`src/rtl/mem_arb_pkg.sv`:
```
// Shared types and helpers for the unified-memory port arbiter:
// FSM state encoding, read-latency tag layout and 32-bit beat slicing.
package mem_arb_pkg;

  typedef enum logic [2:0] {
    IDLE,
    D_BEAT0,
    D_BEAT1,
    F_ISSUE,
    RD_WAIT,
    DONE
  } arb_state_t;

  localparam logic BEAT0 = 1'b0;
  localparam logic BEAT1 = 1'b1;

  // Travels with every read strobe so the returning word lands in the right place.
  typedef struct packed {
    logic fetch;
    logic beat;
    logic squash;
  } lat_tag_t;

  function automatic logic [15:0] BEAT_HI(input logic [31:0] w);
    return w[31:16];
  endfunction

  function automatic logic [15:0] BEAT_LO(input logic [31:0] w);
    return w[15:0];
  endfunction

endpackage

```
`src/rtl/rd_lat_pipe.sv`:
```
// Fixed-depth valid/tag delay line matching the memory read latency; its
// output marks the cycle in which m_rdata belongs to a given read strobe.
module rd_lat_pipe
  import mem_arb_pkg::*;
#(
  parameter int RD_LAT = 1
) (
  input  logic     clk,
  input  logic     reset,
  input  logic     push,
  input  lat_tag_t push_tag,
  output logic     out_vld,
  output lat_tag_t out_tag
);

  logic     vld_p [RD_LAT];
  lat_tag_t tag_p [RD_LAT];

  // Stage 0 loads at the strobe edge; stage RD_LAT-1 lines up with m_rdata
  always_ff @(posedge clk or negedge reset) begin
    if (!reset) begin
      for (int i = 0; i < RD_LAT; i++) begin
        vld_p[i] <= 1'b0;
        tag_p[i] <= '0;
      end
    end else begin
      vld_p[0] <= push;
      tag_p[0] <= push_tag;
      for (int i = 1; i < RD_LAT; i++) begin
        vld_p[i] <= vld_p[i-1];
        tag_p[i] <= tag_p[i-1];
      end
    end
  end

  assign out_vld = vld_p[RD_LAT-1];
  assign out_tag = tag_p[RD_LAT-1];

endmodule

```
`src/rtl/mem_port_arbiter.sv`:
```
// Arbitrates the single-port 16-bit memory between fetch and the memory stage,
// splitting 32-bit transfers into two beats and generating pipeline stalls.
module mem_port_arbiter
  import mem_arb_pkg::*;
#(
  parameter int AW         = 20,
  parameter int RD_LAT     = 1,
  parameter int STARVE_MAX = 4
) (
  input  logic          clk,
  input  logic          reset,
  input  logic          f_req,
  input  logic [AW-1:0] f_addr,
  input  logic          f_flush,
  output logic [15:0]   f_rdata,
  output logic          f_valid,
  output logic          f_stall,
  input  logic          d_req,
  input  logic          d_we,
  input  logic          d_wide,
  input  logic [AW-1:0] d_addr,
  input  logic [31:0]   d_wdata,
  output logic [31:0]   d_rdata,
  output logic          d_done,
  output logic          d_busy,
  output logic          m_en,
  output logic          m_we,
  output logic [AW-1:0] m_addr,
  output logic [15:0]   m_wdata,
  input  logic [15:0]   m_rdata
);

  localparam int SW = $clog2(STARVE_MAX + 1);

  arb_state_t    state, state_nxt;
  logic [SW-1:0] starve_cnt;
  logic          cur_fetch;
  logic          fetch_squash;
  logic [31:0]   d_rdata_q;
  logic [15:0]   f_rdata_q;
  logic          grant_d, grant_f;
  logic          fetch_ok, force_fetch;
  logic          push;
  lat_tag_t      push_tag, out_tag;
  logic          out_vld, cap_final;

  // A flush in the request cycle makes the fetch ineligible, even when starved.
  assign fetch_ok    = f_req & ~f_flush;
  assign force_fetch = fetch_ok & (starve_cnt == SW'(STARVE_MAX));
  assign cap_final   = out_vld & (out_tag.fetch | ~d_wide | (out_tag.beat == BEAT1));

  rd_lat_pipe #(.RD_LAT(RD_LAT)) u_lat (
    .clk      (clk),
    .reset    (reset),
    .push     (push),
    .push_tag (push_tag),
    .out_vld  (out_vld),
    .out_tag  (out_tag)
  );

  always_ff @(posedge clk or negedge reset) begin
    if (!reset) state <= IDLE;
    else        state <= state_nxt;
  end

  always_comb begin
    state_nxt = state;
    grant_d   = 1'b0;
    grant_f   = 1'b0;
    m_en      = 1'b0;
    m_we      = 1'b0;
    m_addr    = '0;
    m_wdata   = '0;
    push      = 1'b0;
    push_tag  = '0;
    d_done    = 1'b0;
    f_valid   = 1'b0;
    case (state)
      IDLE: begin
        if (d_req && !force_fetch) begin
          grant_d   = 1'b1;
          state_nxt = D_BEAT0;
        end else if (fetch_ok) begin
          grant_f   = 1'b1;
          state_nxt = F_ISSUE;
        end
      end
      D_BEAT0: begin
        m_en          = 1'b1;
        m_we          = d_we;
        m_addr        = d_addr;
        // Upper half goes first on a two-beat transfer
        if (d_we) m_wdata = d_wide ? BEAT_HI(d_wdata) : BEAT_LO(d_wdata);
        push          = ~d_we;
        push_tag.beat = BEAT0;
        if (d_wide)    state_nxt = D_BEAT1;
        else if (d_we) state_nxt = DONE;
        else           state_nxt = RD_WAIT;
      end
      D_BEAT1: begin
        m_en          = 1'b1;
        m_we          = d_we;
        m_addr        = d_addr + AW'(1);
        if (d_we) m_wdata = BEAT_LO(d_wdata);
        push          = ~d_we;
        push_tag.beat = BEAT1;
        state_nxt     = d_we ? DONE : RD_WAIT;
      end
      F_ISSUE: begin
        m_en            = 1'b1;
        m_addr          = f_addr;
        push            = 1'b1;
        push_tag.fetch  = 1'b1;
        push_tag.squash = f_flush;
        state_nxt       = RD_WAIT;
      end
      RD_WAIT: begin
        if (cap_final) state_nxt = DONE;
      end
      DONE: begin
        d_done    = ~cur_fetch;
        f_valid   = cur_fetch & ~fetch_squash & ~f_flush;
        state_nxt = IDLE;
      end
      default: state_nxt = IDLE;
    endcase
  end

  always_ff @(posedge clk or negedge reset) begin
    if (!reset) begin
      starve_cnt   <= '0;
      cur_fetch    <= 1'b0;
      fetch_squash <= 1'b0;
    end else begin
      if (grant_d) begin
        cur_fetch <= 1'b0;
        if (f_req && starve_cnt != SW'(STARVE_MAX)) starve_cnt <= starve_cnt + SW'(1);
      end
      if (grant_f) begin
        cur_fetch  <= 1'b1;
        starve_cnt <= '0;
      end
      // A redirect anywhere in the fetch's lifetime kills its f_valid pulse
      if (state == IDLE) fetch_squash <= 1'b0;
      else if (cur_fetch && (f_flush || (out_vld && out_tag.fetch && out_tag.squash)))
        fetch_squash <= 1'b1;
    end
  end

  // Capture stage: m_rdata is steered by the tag emerging from the latency pipe
  always_ff @(posedge clk or negedge reset) begin
    if (!reset) begin
      d_rdata_q <= '0;
      f_rdata_q <= '0;
    end else if (out_vld) begin
      if (out_tag.fetch)               f_rdata_q         <= m_rdata;
      else if (!d_wide)                d_rdata_q         <= {16'h0000, m_rdata};
      else if (out_tag.beat == BEAT0)  d_rdata_q[31:16]  <= m_rdata;
      else                             d_rdata_q[15:0]   <= m_rdata;
    end
  end

  assign d_rdata = d_rdata_q;
  assign f_rdata = f_rdata_q;
  // Stalls are held low while reset is asserted so every output reads 0.
  assign f_stall = reset & f_req & ~f_valid;
  assign d_busy  = reset & d_req & ~d_done;

endmodule

```
`config.mk`:
```
export PLATFORM = sky130hd
export DESIGN_NAME = mem_port_arbiter
export DESIGN_NICKNAME = d
export VERILOG_FILES = /design/src/rtl/mem_arb_pkg.sv /design/src/rtl/rd_lat_pipe.sv /design/src/rtl/mem_port_arbiter.sv
export SDC_FILE = /design/constraint.sdc
export NUM_CORES = 1
export LEC_CHECK = 0
export ABC_AREA = 1
export CORE_ASPECT_RATIO = 0.75
export CORE_MARGIN = 2
export CORE_UTILIZATION = 40
export CTS_CLUSTER_SIZE = 24
export DETAILED_ROUTE_END_ITERATION = 8
export HOLD_SLACK_MARGIN = 0.03
export PLACE_DENSITY = 0.9
export SETUP_SLACK_MARGIN = 0.15
export SLEW_MARGIN = 15
export SYNTH_ARGS = -nofsm -noshare
export SYNTH_HDL_FRONTEND = slang
export SYNTH_SLANG_ARGS = --single-unit
export TNS_END_PERCENT = 1
```
`constraint.sdc`:
```
create_clock -name clk -period 1.6 [get_ports clk]
set_input_delay 0.24 -clock clk [delete_from_list [all_inputs] [get_ports clk]]
set_output_delay 0.24 -clock clk [all_outputs]
set_load 0.01 [all_outputs]
```
* Word level (Yosys, flattened, before mapping) *
Cells that the tools add are included.

cells by class
  add/subtract/negate cells = 2
  equal/unequal tests = 11
  multiplexer cells = 34
  bitwise logic cells = 19
  reduce and logical (&&, ||, !) cells = 18

operators with widths
  kind                                                  number
  two-way mux 16 bit                                    5
  case mux 20 bit (3 select lines)                      1
  two-way mux 32 bit                                    1
  case mux 16 bit (2 select lines)                      1
  two-way mux 3 bit                                     7
  adder 20 x 1 -> 20 bit (second input constant)        1
  two-way mux 1 bit                                     17
  case mux 3 bit (5 select lines)                       1
  AND 1 bit                                             9
  equality test 3 bit (second input constant)           3
  NOT 1 bit                                             8
  equality test 3 x 2 -> 1 bit (second input constant)  2
  != test 3 bit (second input constant)                 2
  AND reduction 2 bit                                   3
  AND reduction 3 bit                                   2
  nonzero test 2 bit                                    3
  logical AND 1 bit                                     5
  != test 2 bit (second input constant)                 2
  adder 3 x 1 -> 3 bit (second input constant)          1
  equality test 3 x 1 -> 1 bit (second input constant)  1
  zero test 3 bit                                       1
  OR reduction 3 bit                                    1
  != test 2 x 1 -> 1 bit (second input constant)        1
  OR 1 bit                                              2
  4 further kinds                                       4

storage, ports and cells
  bits in registers = 60
  input bits = 95
  output and inout bits = 90
  word-level logic and storage cells = 95

* Depth between registers and ports, before layout *
  word-level depth = 9
  gate-level depth with buffers = 9
  mapped depth without buffers = 9

* By module *
A second synthesis with hierarchy kept.

unflattened totals
  cells, all modules = 492
  area total of the unflattened synthesis = 3669.8 sq um

modules (own cells, without submodules)
  module            instances  cells each  area each (sq um)  seq. area each (sq um)
  mem_port_arbiter  1          488         3569.7             1401.3
  rd_lat_pipe       1          4           100.1              100.1

* Least setup slack after synthesis *
No wires, ideal clock.

  path type = register -> output
  start = register state[0]
  end = output m_addr[7]
  data arrival time = 1.188 ns
  data required time = 1.360 ns
  slack = 0.172 ns
  cell stages (with the launch flop) = 5
  cells stage by stage = dfrtp_1 -> nor3_2 -> buf_4 -> o21ai_0 -> o21ai_0

between the ends
  longest elaborated chain between the ends = 2
  elaborated cells between the ends (all ways) = 4
  those cells by class = eq/ne (3); mux (1)

RTL lines
  item                                                                          line                    text
  start, declared                                                               mem_port_arbiter.sv:35  arb_state_t state, state_nxt;
  start signal, assigned                                                        mem_port_arbiter.sv:63  else state <= state_nxt;
  equality test 3 x 2 -> 1 bit or equality test 3 x 1 -> 1 bit (tied branches)  mem_port_arbiter.sv:78  case (state)
  case mux 20 bit (3 select lines) (*)                                          mem_port_arbiter.sv:78
  end, declared                                                                 mem_port_arbiter.sv:28  output logic [AW-1:0] m_addr,

Mark *: on every way between the ends. The rest lies on a longest branch, timed or not.

* Worst setup path in the final report *
  start = register state[0]
  end = output m_wdata[2]

between the ends
  longest elaborated chain between the ends = 2
  elaborated cells between the ends (all ways) = 3
  those cells by class = eq/ne (2); mux (1)

RTL lines
  item                                                                          line                    text
  equality test 3 x 2 -> 1 bit or equality test 3 x 1 -> 1 bit (tied branches)  mem_port_arbiter.sv:78
  case mux 16 bit (2 select lines) (*)                                          mem_port_arbiter.sv:78
  end, declared                                                                 mem_port_arbiter.sv:29  output logic [15:0] m_wdata,

Marked as above.

==> impl_metrics.toml <==
[global_route]
grt_usage = 0.2564
grt_pass1_vias = 4399
grt_pass1_wl_um = 20400
antenna_found_initial = 0
busiest_layer = "met2"
grt_max_degree = 61
met1_usage = 0.2907
grt_overflow = 0
gr-usage-met3 = 0.05706
grtUsageMet2 = 0.4718

[die]
die_width_um = 114.6
initial_core_util = 0.4091
pin_count = 185
coreArea_mm2 = 0.008971
die_area_mm2 = 0.009964
num_rows = 30
die_h_um = 86.95

[route]
ant_nets = 0
wl_per_cell_um = 15.02
drt_iter0_drc = 287
firstDrtPassIters = 5
detail_route.vias_per_cell = 5.108
drt-total-wl_um = 12890
drt_drc_violations_left = 0
vias = 4383

[final_layout]
antenna_cells = 0
multiInputGateArea_mm2 = 0.001926
fin_nets = 839
syn2layout_area_growth_pct = 73.85
utilization = 0.7112
final_layout_size_suffix_gt1_frac = 0.2775
fill_cells = 692
seqCellArea_mm2 = 0.001503

[clocking]
clkTransAtPathRegs_ps = 50
cts_inserted_buffers = 9
clock_latency_ps = 330
clkSinkCount = 60
htreeDepth = 3
clk_path_buf_depth = 2
cts_tree = "yes"
root_buffer = "clkbuf_16"

[worst_hold_path]
hp-class = "in2async"

[timing]
drv_slew = 0
setup_tns_ps = -9901
slew_headroom = 0.5042
finalCritPeriodShare = 1.213
setup_viol = 42
worstMarginPinSlew_ps = 743.7
setup_slack_ps = -340.9
fin_worst_skew_ps = 3.440
finalHoldViolations = 0
rsz0062_at_grt = "true"
finalCriticalPeriod_ps = 1941
max_freq_mhz = 515.2

[power_and_ir_drop]
ir_drop_mv = 0.6943
power_density_mw_per_mm2 = 1445
p_leak_nw = 3.278

[worst_setup_path]
slowest_stage = "dfrtp_1"
critical-path-max-stage-delay_ps = 410
cp_data_required_time_ps = 1360
critical_path.cell_chain = "buf_4 -> nand3_4 -> o21ai_4 -> buf_12 -> buf_8 -> nand3_1 -> o21ai_1 -> buf_2"
arrival_ps = 1700
end_kind = "output port"
cp-start-kind = "flop"
criticalPathCategory = "reg2out"
crit_fanout = 8

[synthesis]
syn_area_mm2 = 0.003670
synth_edf_count = 0
ys_seq_elements = 60
yosysSeqAreaShare = 0.4091
yosysUniqueCellTypes = 35
yosys_most_used_dff = "dfrtp_1"
synth_nets = 595
postSynthCellCount = 497
syn_avg_cell_area_um2 = 7.384
synth_async_sr_flop_share = 1.000
synth_warnings = 0

[job]
drv_cap = 0

[placement]
dpl_worst_slack_ps = -898.3
port_buffers = 184
place.gp.congestion = 0.8724
dp_hpwl_um = 9253

[outcome]
status = "finished with violations"
violations = "negative setup slack"
==> Yosys cell counts, types with 4 or more instances <==
master    number  area [um2]
a21oi_1        6       30.03
inv_1         77       289.0
buf_6          4       45.04
o22ai_1       17       106.4
nand2_1      127       476.7
clkbuf_1       5       18.77
inv_2          7       26.28
a22oi_1       11       82.58
o21ai_2       11       96.34
nand3_1       43       215.2
dfrtp_1       60        1501
buf_4          6       45.04
nand3_2       10       100.1
nor2_2         5       31.28
o21ai_0       43       215.2
o211ai_1       4       30.03
nor2_1        31       116.4
==> stage by stage <==
step / power [mW] / instances / hold slack, ps / area [um2]
after global placement: 7.593 / 832 / 465.5 / 6038
after detailed placement: 7.811 / 832 / 473.5 / 6038
after CTS: 9.168 / 858 / 144.5 / 6307
final: 9.221 / 858 / 148.2 / 6380
after floorplan: 4.816 / 497 / -55.59 / 3670
after global routing: 9.800 / 858 / 195.4 / 6380
==> registers in the layout (all words and copies together) (netlist names) <==
register       flops
d_rdata           32
u_lat.out_tag      3
starve_cnt         3
cur_fetch          1
fetch_squash       1
f_rdata           16
state              3
u_lat.out_vld      1
==> final cells by class <==
cell class / instances / share of cell area
timing repair buffer: 252 / 0.3485
multi-input combinational: 334 / 0.3018
sequential: 60 / 0.2355
inverter: 84 / 0.04981
clock buffer: 10 / 0.03589
tap: 112 / 0.02197
clock inverter: 6 / 0.006472
==> critical path, delay by kind of cell, from the launching register on <==
kind | cells | cell delay, ps
buf+inv | 4 | 570
flops | 1 | 410
compound gates | 2 | 230
simple gates | 2 | 180
==> layer usage <==
layer | share of wire | wire length [um]
met1 | 0.39 | 5052
met4 | 0.021 | 269
met2 | 0.52 | 6680
met5 | 0 | 0
met3 | 0.069 | 888
==> placed cells by master (no fill, tap or decap), drive strengths merged, types with 2 or more instances in the layout <==
| cell | instances |
|---|---|
| nor2 | 37 |
| clkdlybuf4s50 | 76 |
| a22oi | 11 |
| dlymetal6s2s | 7 |
| dlygate4sd2 | 58 |
| nor3 | 2 |
| o21ai | 58 |
| nand2 | 130 |
| ha | 3 |
| buf | 108 |
| inv | 84 |
| o22ai | 17 |
| o21bai | 3 |
| o211ai | 4 |
| nand3 | 54 |
| clkbuf | 11 |
| clkinvlp | 3 |
| clkdlybuf4s15 | 2 |
| nand4 | 3 |
| clkinv | 3 |
| a21oi | 7 |
| dfrtp | 60 |
==> power breakdown <==
| part | leakage [nW] | switching, mW | total (mW) | internal (mW) |
|---|---|---|---|---|
| combinational | 2.42 | 2.58 | 4.85 | 2.28 |
| sequential | 0.738 | 0.433 | 2.65 | 2.22 |
| clock | 0.124 | 0.675 | 1.72 | 1.04 |
| total | 3.28 | 3.68 | 9.22 | 5.54 |
==> what timing repair did <==
action / in CTS / in global routing
resized for setup: 269 / 30
hold endpoints to repair: 0 / 0
setup buffers: 10 / 0
pin swaps: 16 / 2
endpoints found under the setup margin: 90 / 61
hold buffers: 0 / 0
==> worst paths after layout <==
check / cells past startpoint / slack [ps] / endpoint / startpoint
worst max-delay path: 8 / -340 / m_wdata[2] / state[0]$_DFFE_PN0P_
max in group asynchronous: 2 / 940 / state[2]$_DFFE_PN0P_ / reset
worst min-delay path: 2 / 150 / u_lat.out_vld$_DFF_PN0_ / reset
worst max register to register: 10 / 90 / starve_cnt[1]$_DFFE_PN0P_ / state[0]$_DFFE_PN0P_
worst min register to register: 2 / 480 / f_rdata[2]$_DFFE_PN0P_ / f_rdata[2]$_DFFE_PN0P_
min in group clk: 4 / 460 / state[1]$_DFFE_PN0P_ / d_wide
==> cell families after synthesis <==
group	after synthesis	share of synthesized area
AO/OA/AOI/OAI	102	0.1749
XOR/XNOR	1	0.002387
adder cells (fa/ha/maj)	3	0.01023
buffers and inverters	103	0.1217
flip-flops	60	0.4091
AND/OR/NAND/NOR	228	0.2816
Power figures use the tool's default switching activity.
